File: src/rtl/jtframe_dump_pkg.sv
// Shared types and helpers for the frame-windowed dump controller.
// Optional feature macro: JTFRAME_DUMP_LOADROM_EN (enables LOAD mode).
package jtframe_dump_pkg;

    // Widest frame counter the helpers below can handle
    localparam int FW_MAX = 64;

    typedef enum logic [1:0] {
        MODE_OFF     = 2'd0,
        MODE_ONESHOT = 2'd1,
        MODE_LOAD    = 2'd2,
        MODE_FREE    = 2'd3
    } dump_mode_e;

    typedef enum logic [1:0] {
        ST_IDLE   = 2'd0,
        ST_WAIT   = 2'd1,
        ST_ACTIVE = 2'd2,
        ST_DONE   = 2'd3
    } ch_state_e;

    // All-ones value of a w-bit counter, zero-extended to FW_MAX bits
    function automatic logic [FW_MAX-1:0] cnt_max(input int unsigned w);
        logic [FW_MAX-1:0] m;
        if (w >= 32'd64) begin
            m = {FW_MAX{1'b1}};
        end else begin
            m = (64'd1 << w) - 64'd1;
        end
        return m;
    endfunction

    // True when a w-bit counter has reached its ceiling
    function automatic logic cnt_sat(input logic [FW_MAX-1:0] v, input int unsigned w);
        return (v == cnt_max(w));
    endfunction

    // Increment that sticks at the ceiling instead of wrapping
    function automatic logic [FW_MAX-1:0] sat_inc(input logic [FW_MAX-1:0] v, input int unsigned w);
        logic [FW_MAX-1:0] r;
        if (cnt_sat(v, w)) begin
            r = v;
        end else begin
            r = v + 64'd1;
        end
        return r;
    endfunction

endpackage

File: src/rtl/jtframe_dump_win.sv
// One capture channel: latches its mode/start/stop when armed and walks
// IDLE -> WAIT -> ACTIVE -> DONE against the shared frame counter.
// Optional feature macro: JTFRAME_DUMP_LOADROM_EN (LOAD mode, dl_fall input).
module jtframe_dump_win
    import jtframe_dump_pkg::*;
#(
    parameter int FW = 32
) (
    input  logic          clk,
    input  logic          rst_n,
    input  logic          init,
    input  logic          rearm,
    input  logic          tick,
    input  logic [FW-1:0] nxt,
`ifdef JTFRAME_DUMP_LOADROM_EN
    input  logic          dl_fall,
`endif
    input  logic [1:0]    mode,
    input  logic [FW-1:0] start,
    input  logic [FW-1:0] stop,
    output logic          dump_en,
    output logic          dump_en_nxt,
    output logic          done
);

    dump_mode_e    mode_eff_s;
    dump_mode_e    mode_r;
    dump_mode_e    mode_nxt_s;
    ch_state_e     state_r;
    ch_state_e     state_nxt_s;
    logic [FW-1:0] start_r;
    logic [FW-1:0] stop_r;
    logic [FW-1:0] start_nxt_s;
    logic [FW-1:0] stop_nxt_s;

    // Map the requested mode to the one this build supports
    always_comb begin
        mode_eff_s = dump_mode_e'(mode);
`ifndef JTFRAME_DUMP_LOADROM_EN
        if (mode == MODE_LOAD) begin
            mode_eff_s = MODE_OFF;
        end else begin
            mode_eff_s = dump_mode_e'(mode);
        end
`endif
    end

    // Next-state logic; arming (startup or rearm) outranks any frame match
    always_comb begin
        state_nxt_s = state_r;
        mode_nxt_s  = mode_r;
        start_nxt_s = start_r;
        stop_nxt_s  = stop_r;
        if (rearm || (init && (state_r == ST_IDLE))) begin
            mode_nxt_s  = mode_eff_s;
            start_nxt_s = start;
            stop_nxt_s  = stop;
            if (mode_eff_s == MODE_OFF) begin
                state_nxt_s = ST_IDLE;
            end else begin
                state_nxt_s = ST_WAIT;
            end
        end else begin
            case (state_r)
                ST_IDLE: state_nxt_s = ST_IDLE;
                ST_WAIT: begin
                    case (mode_r)
                        MODE_ONESHOT, MODE_FREE: begin
                            if (start_r == '0) begin
                                state_nxt_s = ST_ACTIVE;
                            end else if (tick && (nxt == start_r)) begin
                                // A stop at or before start closes the window unopened
                                if ((mode_r == MODE_ONESHOT) && (stop_r != '0) && (stop_r <= start_r)) begin
                                    state_nxt_s = ST_DONE;
                                end else begin
                                    state_nxt_s = ST_ACTIVE;
                                end
                            end else begin
                                state_nxt_s = ST_WAIT;
                            end
                        end
`ifdef JTFRAME_DUMP_LOADROM_EN
                        MODE_LOAD: begin
                            if (dl_fall) begin
                                state_nxt_s = ST_ACTIVE;
                            end else begin
                                state_nxt_s = ST_WAIT;
                            end
                        end
`endif
                        default: state_nxt_s = ST_IDLE;
                    endcase
                end
                ST_ACTIVE: begin
                    case (mode_r)
                        MODE_ONESHOT, MODE_LOAD: begin
                            if (tick && (stop_r != '0) && (nxt == stop_r)) begin
                                state_nxt_s = ST_DONE;
                            end else begin
                                state_nxt_s = ST_ACTIVE;
                            end
                        end
                        MODE_FREE: state_nxt_s = ST_ACTIVE;
                        default:   state_nxt_s = ST_IDLE;
                    endcase
                end
                ST_DONE: state_nxt_s = ST_DONE;
                default: state_nxt_s = ST_IDLE;
            endcase
        end
    end

    assign dump_en_nxt = (state_nxt_s == ST_ACTIVE);

    // State, latched configuration and registered output decodes
    always_ff @(posedge clk or negedge rst_n) begin
        if (!rst_n) begin
            state_r <= ST_IDLE;
            mode_r  <= MODE_OFF;
            start_r <= '0;
            stop_r  <= '0;
            dump_en <= 1'b0;
            done    <= 1'b0;
        end else begin
            state_r <= state_nxt_s;
            mode_r  <= mode_nxt_s;
            start_r <= start_nxt_s;
            stop_r  <= stop_nxt_s;
            dump_en <= (state_nxt_s == ST_ACTIVE);
            done    <= (state_nxt_s == ST_DONE);
        end
    end

endmodule

File: src/rtl/jtframe_dump_ctrl.sv
// Frame-windowed capture controller: vsync/download edge detection, the
// saturating frame counter and CH independent capture windows.
// Optional feature macro: JTFRAME_DUMP_LOADROM_EN (LOAD mode channels).
module jtframe_dump_ctrl
    import jtframe_dump_pkg::*;
#(
    parameter int CH = 4,
    parameter int FW = 32
) (
    input  logic             clk,
    input  logic             rst_n,
    input  logic             vs,
    input  logic             downloading,
    input  logic             rearm,
    input  logic [2*CH-1:0]  mode,
    input  logic [FW*CH-1:0] start_frame,
    input  logic [FW*CH-1:0] stop_frame,
    output logic [FW-1:0]    frame_cnt,
    output logic [CH-1:0]    dump_en,
    output logic             dump_any,
    output logic [CH-1:0]    done
);

    logic              vs_l;
    logic              dl_l;
    logic              init_r;
    logic              vs_fall_s;
    logic              dl_fall_s;
    logic              sat_s;
    logic              tick_s;
    logic [FW_MAX-1:0] cnt_ext_s;
    logic [FW-1:0]     nxt_s;
    logic [CH-1:0]     en_nxt_s;

    assign vs_fall_s = vs_l & ~vs;
    assign dl_fall_s = dl_l & ~downloading;
    assign cnt_ext_s = FW_MAX'(frame_cnt);
    assign sat_s     = cnt_sat(cnt_ext_s, FW);
    assign nxt_s     = FW'(sat_inc(cnt_ext_s, FW));
    // A frame may match only if the counter really advances to nxt
    assign tick_s    = vs_fall_s & ~dl_fall_s & ~sat_s;

    // Edge history, frame counter, startup strobe and combined enable
    always_ff @(posedge clk or negedge rst_n) begin
        if (!rst_n) begin
            vs_l      <= 1'b0;
            dl_l      <= 1'b0;
            init_r    <= 1'b1;
            frame_cnt <= '0;
            dump_any  <= 1'b0;
        end else begin
            vs_l     <= vs;
            dl_l     <= downloading;
            init_r   <= 1'b0;
            dump_any <= |en_nxt_s;
            if (dl_fall_s) begin
                frame_cnt <= '0;
            end else if (vs_fall_s) begin
                frame_cnt <= nxt_s;
            end else begin
                frame_cnt <= frame_cnt;
            end
        end
    end

    for (genvar i = 0; i < CH; i++) begin : g_ch
        jtframe_dump_win #(
            .FW(FW)
        ) u_win (
            .clk         (clk),
            .rst_n       (rst_n),
            .init        (init_r),
            .rearm       (rearm),
            .tick        (tick_s),
            .nxt         (nxt_s),
`ifdef JTFRAME_DUMP_LOADROM_EN
            .dl_fall     (dl_fall_s),
`endif
            .mode        (mode[2*i +: 2]),
            .start       (start_frame[FW*i +: FW]),
            .stop        (stop_frame[FW*i +: FW]),
            .dump_en     (dump_en[i]),
            .dump_en_nxt (en_nxt_s[i]),
            .done        (done[i])
        );
    end

endmodule

File: config.mk
export PLATFORM = sky130hd
export DESIGN_NAME = jtframe_dump_ctrl
export DESIGN_NICKNAME = d
export VERILOG_FILES = /design/src/rtl/jtframe_dump_pkg.sv /design/src/rtl/jtframe_dump_win.sv /design/src/rtl/jtframe_dump_ctrl.sv
export SDC_FILE = /design/constraint.sdc
export NUM_CORES = 1
export LEC_CHECK = 0
export ABC_AREA = 1
export CAP_MARGIN = 20
export CORE_MARGIN = 4
export CORE_UTILIZATION = 50
export DETAILED_ROUTE_END_ITERATION = 6
export GPL_TIMING_DRIVEN = 0
export PLACE_DENSITY_LB_ADDON = 0.12
export REMOVE_ABC_BUFFERS = 1
export SLEW_MARGIN = 30
export SYNTH_ARGS = -nofsm -noshare
export SYNTH_HDL_FRONTEND = slang
export SYNTH_SLANG_ARGS = --single-unit
File: constraint.sdc
create_clock -name clk -period 6.15 [get_ports clk]
set_input_delay 0.615 -clock clk [delete_from_list [all_inputs] [get_ports clk]]
set_output_delay 0.615 -clock clk [all_outputs]
set_load 0.02 [all_outputs]
==> results.yml, run 1 <==
route:
  post_drt_wl_per_cell_um: 23.7
  first_pass_iters: 5
  final_antenna_net_count: 0
  vias: 22467
  avgViaCountPerCell: 5.79
  finalWirelength_um: 91900
  drc_errors: 0
  drtIter0Drc: 2677
critical_path:
  worst-setup-path-type: "register to register"
  critPathRequiredTime_ns: 6.61
  startpoint_type_of_the_worst_setup_path: "register"
  slowest_stage: "nand2_1"
  crit_chain: "ha_1 -> nand2_2 -> nor2_4 -> nand2_4 -> nor2_8 -> nand2_8 -> buf_16 -> nand2_1 -> inv_1 -> nand2_1 -> nand4_1 -> nor2_1 -> nand2_1 -> nor2_1 -> nand2_1 -> a21oi_1 -> nand2_1 -> nand2_1 -> nor2_2 -> nor2_1 -> nand2_1"
  crit_top_cell: "nand2_1"
  crit_path_max_fanout: 78
  crit_path_max_incr_delay_ns: 0.78
  critical_path_arrival_ns: 5.68
  crit_path_end_kind: "register"
timing:
  fmaxAchievable_mhz: 192
  finish_stage_setup_viols: 0
  finalWorstPathRequiredPeriod_ns: 5.22
  final-max-slew-violation-count: 0
  timing_hold_violations_final: 0
  worst-slew-pin-transition_ns: 1.02
  post-route-period-util_pct: 84.8
  finClkSkew_ns: 0.0267
  slew_headroom_pct: 31.8
  grt_setup_unrepaired: "no"
power_and_ir_drop:
  clock_network_fraction_of_total_power_pct: 37.4
  highest_ir_drop_seen_on_vdd_uv: 225
  pwr_density_cell_nw_per_um2: 240
  p_seq_share_pct: 39.3
  total_power_w: 0.00627
  power.switching_fraction_pct: 32.3
  p_int_w: 0.00425
  power.combinational.fraction_pct: 23.3
  power.static_leakage_nw: 12.9
  p_sw_w: 0.00203
logic_synthesis:
  netlist.area_leader.share_pct: 37.1
  synth_seq_area_share_pct: 37.2
  dominantRegCellSynth: "dfrtp_1"
  flops_latches_synth: 316
  synth_cell_type_count: 44
  postSynth.asyncResetShare_pct: 100
  post_synth_instance_area_sq_um: 21200
  syn_inst: 3052
  netlist_top_cells_area: "dfrtp_1 (37%), nand2_1 (17%), ha_1 (8.3%), o21ai_0 (7.2%), inv_1 (6.9%)"
  synth-edff-count: 0
  yosys.area.top_type: "dfrtp_1"
  synth_warnings: 0
  post_synth.cell_area_avg_sq_um: 6.96
grt:
  first_global_vias: 21983
  grt-ovfl-total: 0
  grt_start_max_net_pins: 80
  antenna_found_initial: 1
  wire_length_of_the_first_global_routing_pass_um: 135000
  grt_util_all_layers_pct: 38.9
min_path:
  timing.hold.worst.class: "primary input to async pin"
clock_network:
  post_cts_resize_count: 0
  clk_path_buf_depth: 3
  cts_hold_buffers_added: 0
  cts.reportedPaths.clkPinSlew_ns: 0.06
  cts_buffers: 38
  number_of_clock_sinks: 316
  clock_tree.root_cell: "clkbuf_16"
  cts_tree: "built"
  worst_skew_pair.late_latency_ns: 0.58
  cts-htree-levels: 2
  post-cts-setup-buffer-count: 0
placed_design:
  dpl.hpwl_um: 68200
  placed_cells: 3818
  gp_routability_congestion: 1.03
  port_bufs: 309
final_layout:
  finish.cell_count_without_fillers: 3883
  nets: 3729
  antennaDiodeCount: 0
  post_route_cells_drive_above_1_share_pct: 4.31
  area_growth_pct: 23.3
die:
  core_sq_um: 41900
  std_cell_rows: 75
  top_level_ports: 310
  dieHeight_um: 214
  die_span_in_x_um: 214
  floorplan.die_area_sq_um: 45800
  start_util_pct: 50.6
flow_run:
  cap_violations: 0
outcome:
  outcome: "finished clean"
per-layer routing:
metal	GRT usage [%]	wire length, um	share of wire [%]	vias to the layer above
li1	-	-	-	10363
met1	50.4	35700	39	10500
met2	60.2	39900	43	1304
met3	7.52	9340	10	300
met4	24.1	6950	7.6	0
met5	0	0	0	-
sequential cells by signal (all words and copies together) (netlist names):
name	flops
init_r	1
g_ch.u_win.start_r	128
g_ch.u_win.mode_r	8
g_ch.u_win.stop_r	128
g_ch.u_win.done	4
g_ch.u_win.state_r	8
frame_cnt	32
vs_l	1
dump_any	1
dl_l	1
g_ch.u_win.dump_en	4
power by group through the flow:
stage	logic [W]	registers (W)	clock network, W
after floorplan	0.000849	0.00243	0
after global placement	0.00137	0.00249	0
after detailed placement	0.00142	0.00249	0
after CTS	0.00144	0.00246	0.00235
after global routing	0.00163	0.00248	0.00244
final	0.00146	0.00247	0.00235
stage by stage:
stage                     setup WS, ns  hold WS, ns  setup TNS, ns  util, %  cell area [sq um]
after floorplan                  0.942        0.319              0        -              20700
after global placement           -9.71        0.570       -3105.41     58.4              24500
after detailed placement          1.16        0.596              0     59.4              24900
after CTS                         1.14       0.0160              0     62.4              26200
after global routing             0.685       0.0472              0     62.4              26200
final                            0.934      0.00336              0     62.4              26200
cell families after synthesis:
kind of cell,after synthesis,share of synthesized area (%)
DFF,316,37.2
AOI/OAI and AO/OA,455,11.2
muxes,2,0.106
buffers and inverters,496,9.46
other,1,0.0177
xor gates and xnor gates,43,1.77
and+or+nand+nor,1598,32.0
adders and majority gates,141,8.30
worst max-delay path: cells and delay by family, from the launching register on:
| family | cells | cell delay, ns |
|---|---|---|
| compound gates | 1 | 0.13 |
| fa+ha+maj | 1 | 0.40 |
| buf+inv | 2 | 0.98 |
| flops | 1 | 0.56 |
| simple gates | 17 | 3.00 |
final timing paths:
check / to / slack, ns / startpoint / cells past startpoint
worst min-delay path: g_ch[1].u_win.start_r[31] / 0.003 / rst_n / 1
max in group asynchronous: g_ch[2].u_win.start_r[31] / 5.03 / rst_n / 3
min in group clk: vs_l / 0.56 / vs / 1
worst max register to register: dump_any / 0.93 / frame_cnt[0] / 21
worst min register to register: g_ch[2].u_win.mode_r[1] / 0.60 / g_ch[2].u_win.mode_r[1] / 2
worst max-delay path: dump_any / 0.93 / frame_cnt[0] / 21
Yosys cell counts, types with 9 or more instances:
master,n
nand2_1,945
inv_1,388
dfrtp_1,315
o21ai_0,306
nor2_1,260
nand3_1,244
ha_1,141
a21oi_1,91
clkbuf_1,63
nand4_1,53
xor2_1,43
nor4_1,28
o22ai_1,28
nand2_2,25
buf_4,12
buf_6,11
nor2_2,10
inv_2,9
final cells by class:
cell class	count	area, sq um
fill	3858	15800
clock inverter	15	179
sequential	316	7910
timing repair buffer	323	3460
clock buffer	50	1080
inverter	400	1510
multi-input combinational	2240	11400
tap	539	674
cells in the final DEF (no fill, tap or decap), types with 26 or more instances in the layout:
master,n
ha_1,141
a21oi_1,91
nor4_1,28
nand2_1,941
clkbuf_16,39
dfrtp_1,315
nand3_1,244
xor2_1,43
o21ai_0,305
inv_1,387
o22ai_1,28
nor2_1,259
nand2_2,26
nand4_1,53
clkdlybuf4s50_1,308
Note: power is estimated with default switching activity, not from simulation.
==> run 2: changes to the inputs <==
==> constraint.sdc (replaced) <==
create_clock -name clk -period 4.5 [get_ports clk]
set_input_delay 0.45 -clock clk [delete_from_list [all_inputs] [get_ports clk]]
set_output_delay 0.45 -clock clk [all_outputs]
set_load 0.02 [all_outputs]
==> run 2 against run 1 <==
Largest cell class unchanged. Sequential cell count is the same. Register-to-register slack got worse by 0.83 ns. Highest routed layer unchanged. Non-clock buffer count up 4. Largest power group unchanged. Sequential share of layout area fell by 0.12 points. Global-route usage about the same.
==> results.yml, run 2 (synthesis gave the netlist of run 1 again) <==
die:
  floorplan.die_area_sq_um: 45800
  top_level_ports: 310
  die_span_in_x_um: 214
  dieHeight_um: 214
  start_util_pct: 50.6
  core_sq_um: 41900
  std_cell_rows: 75
power_and_ir_drop:
  power.switching_fraction_pct: 32.3
  p_sw_w: 0.00277
  total_power_w: 0.00858
  p_int_w: 0.00581
  pwr_density_cell_nw_per_um2: 326
  clock_network_fraction_of_total_power_pct: 37.4
  highest_ir_drop_seen_on_vdd_uv: 310
  p_seq_share_pct: 39.3
  power.combinational.fraction_pct: 23.3
  power.static_leakage_nw: 12.9
placed_design:
  gp_routability_congestion: 1.03
  dpl.hpwl_um: 68200
  placed_cells: 3818
  port_bufs: 309
  detailed_place.area_sq_um: 24900
grt:
  first_global_vias: 21983
  grt_start_max_net_pins: 80
  wire_length_of_the_first_global_routing_pass_um: 135000
  antenna_found_initial: 1
  grt_util_all_layers_pct: 38.9
  grt-ovfl-total: 0
clock_network:
  number_of_clock_sinks: 316
  clock_tree.root_cell: "clkbuf_16"
  cts.reportedPaths.clkPinSlew_ns: 0.06
  worst_skew_pair.late_latency_ns: 0.58
  cts-htree-levels: 2
  cts_buffers: 38
  clk_path_buf_depth: 3
  cts_tree: "built"
route:
  drc_errors: 0
  first_pass_iters: 6
  drtIter0Drc: 2674
  vias: 22649
  post_drt_wl_per_cell_um: 23.8
  finalWirelength_um: 92600
  final_antenna_net_count: 0
  avgViaCountPerCell: 5.82
timing:
  finClkSkew_ns: 0.0265
  worst-slew-pin-transition_ns: 0.931
  fmaxAchievable_mhz: 227
  final-max-slew-violation-count: 0
  grt_setup_unrepaired: "no"
  setup-tns-final_ns: 0
  post-route-period-util_pct: 97.8
  finalWorstPathRequiredPeriod_ns: 4.40
  timing_hold_violations_final: 0
  finish_stage_setup_viols: 0
  slew_headroom_pct: 37.8
critical_path:
  crit_path_end_kind: "register"
  critPathRequiredTime_ns: 5.01
  worst-setup-path-type: "register to register"
  worstReg2RegStart: "frame_cnt[1]"
  slowest_stage: "nand2_1"
  crit_top_cell: "nand2_1"
  crit_path_max_fanout: 9
  crit_path_max_incr_delay_ns: 0.71
  worst_r2r_endpoint: "dump_any"
  startpoint_type_of_the_worst_setup_path: "register"
  depth_of_the_most_critical_reg_to_reg_path: 21
  cpLargestDelayFamily: "simple AND/OR/NAND/NOR gates"
  critical_path_arrival_ns: 4.91
  crit_chain: "ha_2 -> nand2_2 -> nor2_4 -> nand2_4 -> nor2_8 -> nand4_2 -> nand2_1 -> nand2_1 -> nand2_1 -> nand3_1 -> nor2_1 -> nand2_1 -> nor2_1 -> nand3_1 -> nand2_1 -> nand2_1 -> nand2_1 -> nand2_2 -> nor2_4 -> nor2_1 -> nand2_1"
  critical_path_buffers_and_inverters: 0
  regToRegSetupSlack_ns: 0.1
min_path:
  timing.hold.worst.start: "vs"
  min_path_cells: 1
  timing.hold.worst.class: "primary input to register"
  holdPathEnd: "vs_l"
final_layout:
  reg.largest.list: "g_ch.u_win.start_r x128, g_ch.u_win.stop_r x128, frame_cnt x32"
  final_area_sq_um: 26300
  finish.cell_count_without_fillers: 3889
  nets: 3735
  fillers: 3852
  layout_commonest_cell: "nand2_1"
  mostFrequentLayoutCells: "nand2_1 (934), inv_1 (386), dfrtp_1 (314), clkdlybuf4s50_1 (308), o21ai_0 (305)"
  area_growth_pct: 23.8
  antennaDiodeCount: 0
  post_route_cells_drive_above_1_share_pct: 4.78
  final_util_pct: 62.7
flow_run:
  cap_violations: 0
outcome:
  outcome: "finished clean"
run 2: worst max path at each step:
stage                 startpoint                     to  slack, ns  depth (start not counted)
finish              frame_cnt[1]               dump_any        0.1                         21
global route        frame_cnt[1]               dump_any      0.003                         21
CTS                 frame_cnt[0]               dump_any       0.05                         23
detailed placement  frame_cnt[0]               dump_any      -0.49                         21
global placement           rst_n  g_ch[0].u_win.dump_en     -11.19                          1
floorplan                 init_r               dump_any      -0.71                          7
run 2: what timing repair did:
item                                   4_1_cts  5_1_grt
hold buffers                                 1        0
buffers inserted                             0        3
endpoints found under the hold margin       56        0
resized for setup                            9        7
pin swaps                                    0        1
cloned                                       0        2
setup endpoints to repair                   14       11
run 2: power by group through the flow:
stage / registers, W / logic (W) / clock network (W)
2_1_floorplan: 0.00332 / 0.00116 / 0
3_3_place_gp: 0.00341 / 0.00187 / 0
3_5_place_dp: 0.00340 / 0.00194 / 0
4_1_cts: 0.00336 / 0.00196 / 0.00322
5_1_grt: 0.00339 / 0.00223 / 0.00334
6_report: 0.00337 / 0.00200 / 0.00321
run 2: layout make-up:
cell class	instances	area, sq um	area share [%]
timing repair buffer	327	3490	13.3
sequential	316	7910	30.1
tap	539	674	2.56
clock buffer	50	1080	4.10
inverter	400	1510	5.74
clock inverter	15	179	0.680
multi-input combinational	2242	11500	43.6
run 2: per-stage QoR:
step	setup slack (ns)	hold WS, ns
floorplan	-0.708	0.154
global placement	-11.19	0.570
detailed placement	-0.494	0.436
CTS	0.0456	0.382
global route	0.00251	0.400
finish	0.0995	0.388
run 2: metal layers:
metal | global-route usage (%) | part of all wire, %
met5 | 0 | 0
met4 | 24.1 | 7.6
met3 | 7.43 | 9.8
met2 | 60.3 | 43
met1 | 50.4 | 39
==> run 3: changes to the inputs <==
--- a/config.mk
+++ b/config.mk
@@ -13,7 +13,7 @@
 export GPL_TIMING_DRIVEN = 0
 export PLACE_DENSITY_LB_ADDON = 0.12
 export REMOVE_ABC_BUFFERS = 1
-export SLEW_MARGIN = 30
+export SLEW_MARGIN = 20
 export SYNTH_ARGS = -nofsm -noshare
 export SYNTH_HDL_FRONTEND = slang
 export SYNTH_SLANG_ARGS = --single-unit
==> run 3 against run 2 <==
First-iteration DRC count grew 5.1%. Sequential power is essentially flat. Utilization shrank 0.27 points. Die area is the same. Worst hold slack lost 0.0032 ns. Via count shrank 0.54%. Clock skew grew 0.0032 ns. Wire length shrank 0.15%. Maximum frequency shrank 1.5%. Largest power group unchanged. Highest routed layer is now met5.
==> results.yml, run 3 (synthesis gave the netlist of run 1 again) <==
outcome:
  outcome: "finished clean"
critical_path:
  regToRegSetupSlack_ns: 0.03
  crit_top_cell: "nand2_1"
  crit_chain: "nand2_1 -> nor2_2 -> nand2_2 -> nor2_2 -> nand2_1 -> nand2_1 -> nand2_1 -> nand2_1 -> o21ai_0 -> nor2_1 -> nand3_1 -> nor2_1 -> nand2_1 -> nand2_1 -> nand2_1 -> nand2_1 -> nand2_1 -> nor2_2 -> nor2_1 -> nand2_1"
  startpoint_type_of_the_worst_setup_path: "register"
  crit_path_max_fanout: 11
  critical_path_buffers_and_inverters: 0
  crit_path_max_incr_delay_ns: 0.85
  worst-setup-path-type: "register to register"
  cpLargestDelayFamily: "simple AND/OR/NAND/NOR gates"
  crit_path_end_kind: "register"
  critPathRequiredTime_ns: 5.01
  critical_path_arrival_ns: 4.98
  worstReg2RegStart: "frame_cnt[2]"
  depth_of_the_most_critical_reg_to_reg_path: 20
  slowest_stage: "nand2_1"
  worst_r2r_endpoint: "dump_any"
final_layout:
  final_util_pct: 62.4
  final_area_sq_um: 26200
  antennaDiodeCount: 0
  nets: 3731
  layout_commonest_cell: "nand2_1"
  post_route_cells_drive_above_1_share_pct: 4.39
  mostFrequentLayoutCells: "nand2_1 (936), inv_1 (386), dfrtp_1 (314), clkdlybuf4s50_1 (308), o21ai_0 (305)"
  area_growth_pct: 23.2
  reg.largest.list: "g_ch.u_win.start_r x128, g_ch.u_win.stop_r x128, frame_cnt x32"
  finish.cell_count_without_fillers: 3885
power_and_ir_drop:
  pwr_density_cell_nw_per_um2: 323
  highest_ir_drop_seen_on_vdd_uv: 290
  total_power_w: 0.00846
  power.static_leakage_nw: 12.8
route:
  drtIter0Drc: 2811
  drc_errors: 0
  first_pass_iters: 6
  finalWirelength_um: 92500
  final_antenna_net_count: 0
  vias: 22526
  post_drt_wl_per_cell_um: 23.8
  avgViaCountPerCell: 5.80
flow_run:
  cap_violations: 0
placed_design:
  detailed_place.area_sq_um: 24900
  gp_routability_congestion: 1.03
  dpl.hpwl_um: 67900
  port_bufs: 309
  placed_cells: 3815
  post-place-ws_ns: -0.489
clock_network:
  worst_skew_pair.late_latency_ns: 0.58
  cts_buffers: 37
  clk_path_buf_depth: 3
  number_of_clock_sinks: 316
  clock_tree.root_cell: "clkbuf_16"
  cts-htree-levels: 2
  cts_tree: "built"
  cts.reportedPaths.clkPinSlew_ns: 0.06
timing:
  finalWorstPathRequiredPeriod_ns: 4.47
  timing_hold_violations_final: 0
  layout_setup_ws_ns: 0.0322
  final-max-slew-violation-count: 0
  fmaxAchievable_mhz: 224
  finish_stage_setup_viols: 0
  slew_headroom_pct: 24.8
  finClkSkew_ns: 0.0297
  post-route-period-util_pct: 99.3
  worst-slew-pin-transition_ns: 1.13
  grt_setup_unrepaired: "no"
die:
  die_span_in_x_um: 214
  dieHeight_um: 214
  core_sq_um: 41900
  start_util_pct: 50.6
  floorplan.die_area_sq_um: 45800
  std_cell_rows: 75
  top_level_ports: 310
grt:
  grt_start_max_net_pins: 97
  grt-ovfl-total: 0
  first_global_vias: 22250
  wire_length_of_the_first_global_routing_pass_um: 135000
  grt_util_all_layers_pct: 38.9
  antenna_found_initial: 2
min_path:
  timing.hold.worst.class: "primary input to async pin"
-- run 3: cell count changes in the layout (fill, tap and decap cells not counted), moves of 2 or more --
cell       previous run  this run
bufinv_16             4         2
clkbuf_1              5        11
clkinv_2             10         4
nand2_1             934       936
nand2_2              29        26
-- run 3: area by class of cell --
class                   count  area [sq um]
flip-flops and latches    316          7910
clock buffers              57          1110
inverters                 400          1510
multi-input cells        2241         11400
repair buffers            325          3450
clock inverters             7          88.8
fillers                  3853         15800
well taps                 539           674
-- run 3: timing repair --
action                                  in CTS  in global routing
buffers inserted                             0                  3
endpoints found under the setup margin      14                 14
endpoints found under the hold margin       41                  0
resized for setup                            9                  7
gates cloned                                 0                  2
hold buffers                                 1                  0
-- run 3: metal layers --
layer  routed length (um)  vias up  share of wire [%]  GRT usage (%)
li1                     -    10378                  -              -
met1                36400    10502                 39           50.7
met2                40000     1345                 43           59.7
met3                 9120      299                9.9           7.33
met4                 6980        2                7.5           25.1
met5                   13        -              0.014              0
-- run 3: worst max path at each step --
stage                             from                     to  slack (ns)  cells past startpoint
after floorplan                 init_r               dump_any       -0.71                      7
after detailed placement  frame_cnt[0]               dump_any       -0.49                     21
after CTS                 frame_cnt[0]               dump_any        0.05                     20
after global placement           rst_n  g_ch[0].u_win.dump_en      -11.19                      1
final                     frame_cnt[2]               dump_any        0.03                     20
after global routing      frame_cnt[1]               dump_any       0.005                     21
-- run 3: metrics by stage --
stage               hold WS, ns  TNS [ns]
global route              0.385         0
detailed placement        0.379     -2.53
finish                    0.385         0
CTS                       0.377         0
floorplan                 0.154    -21.78
global placement          0.570  -3747.10
-- run 3: power by group --
group          total (W)  internal [W]  switching [W]
combinational    0.00199      0.000788        0.00120
sequential       0.00337       0.00310       0.000269
clock            0.00310       0.00181        0.00129
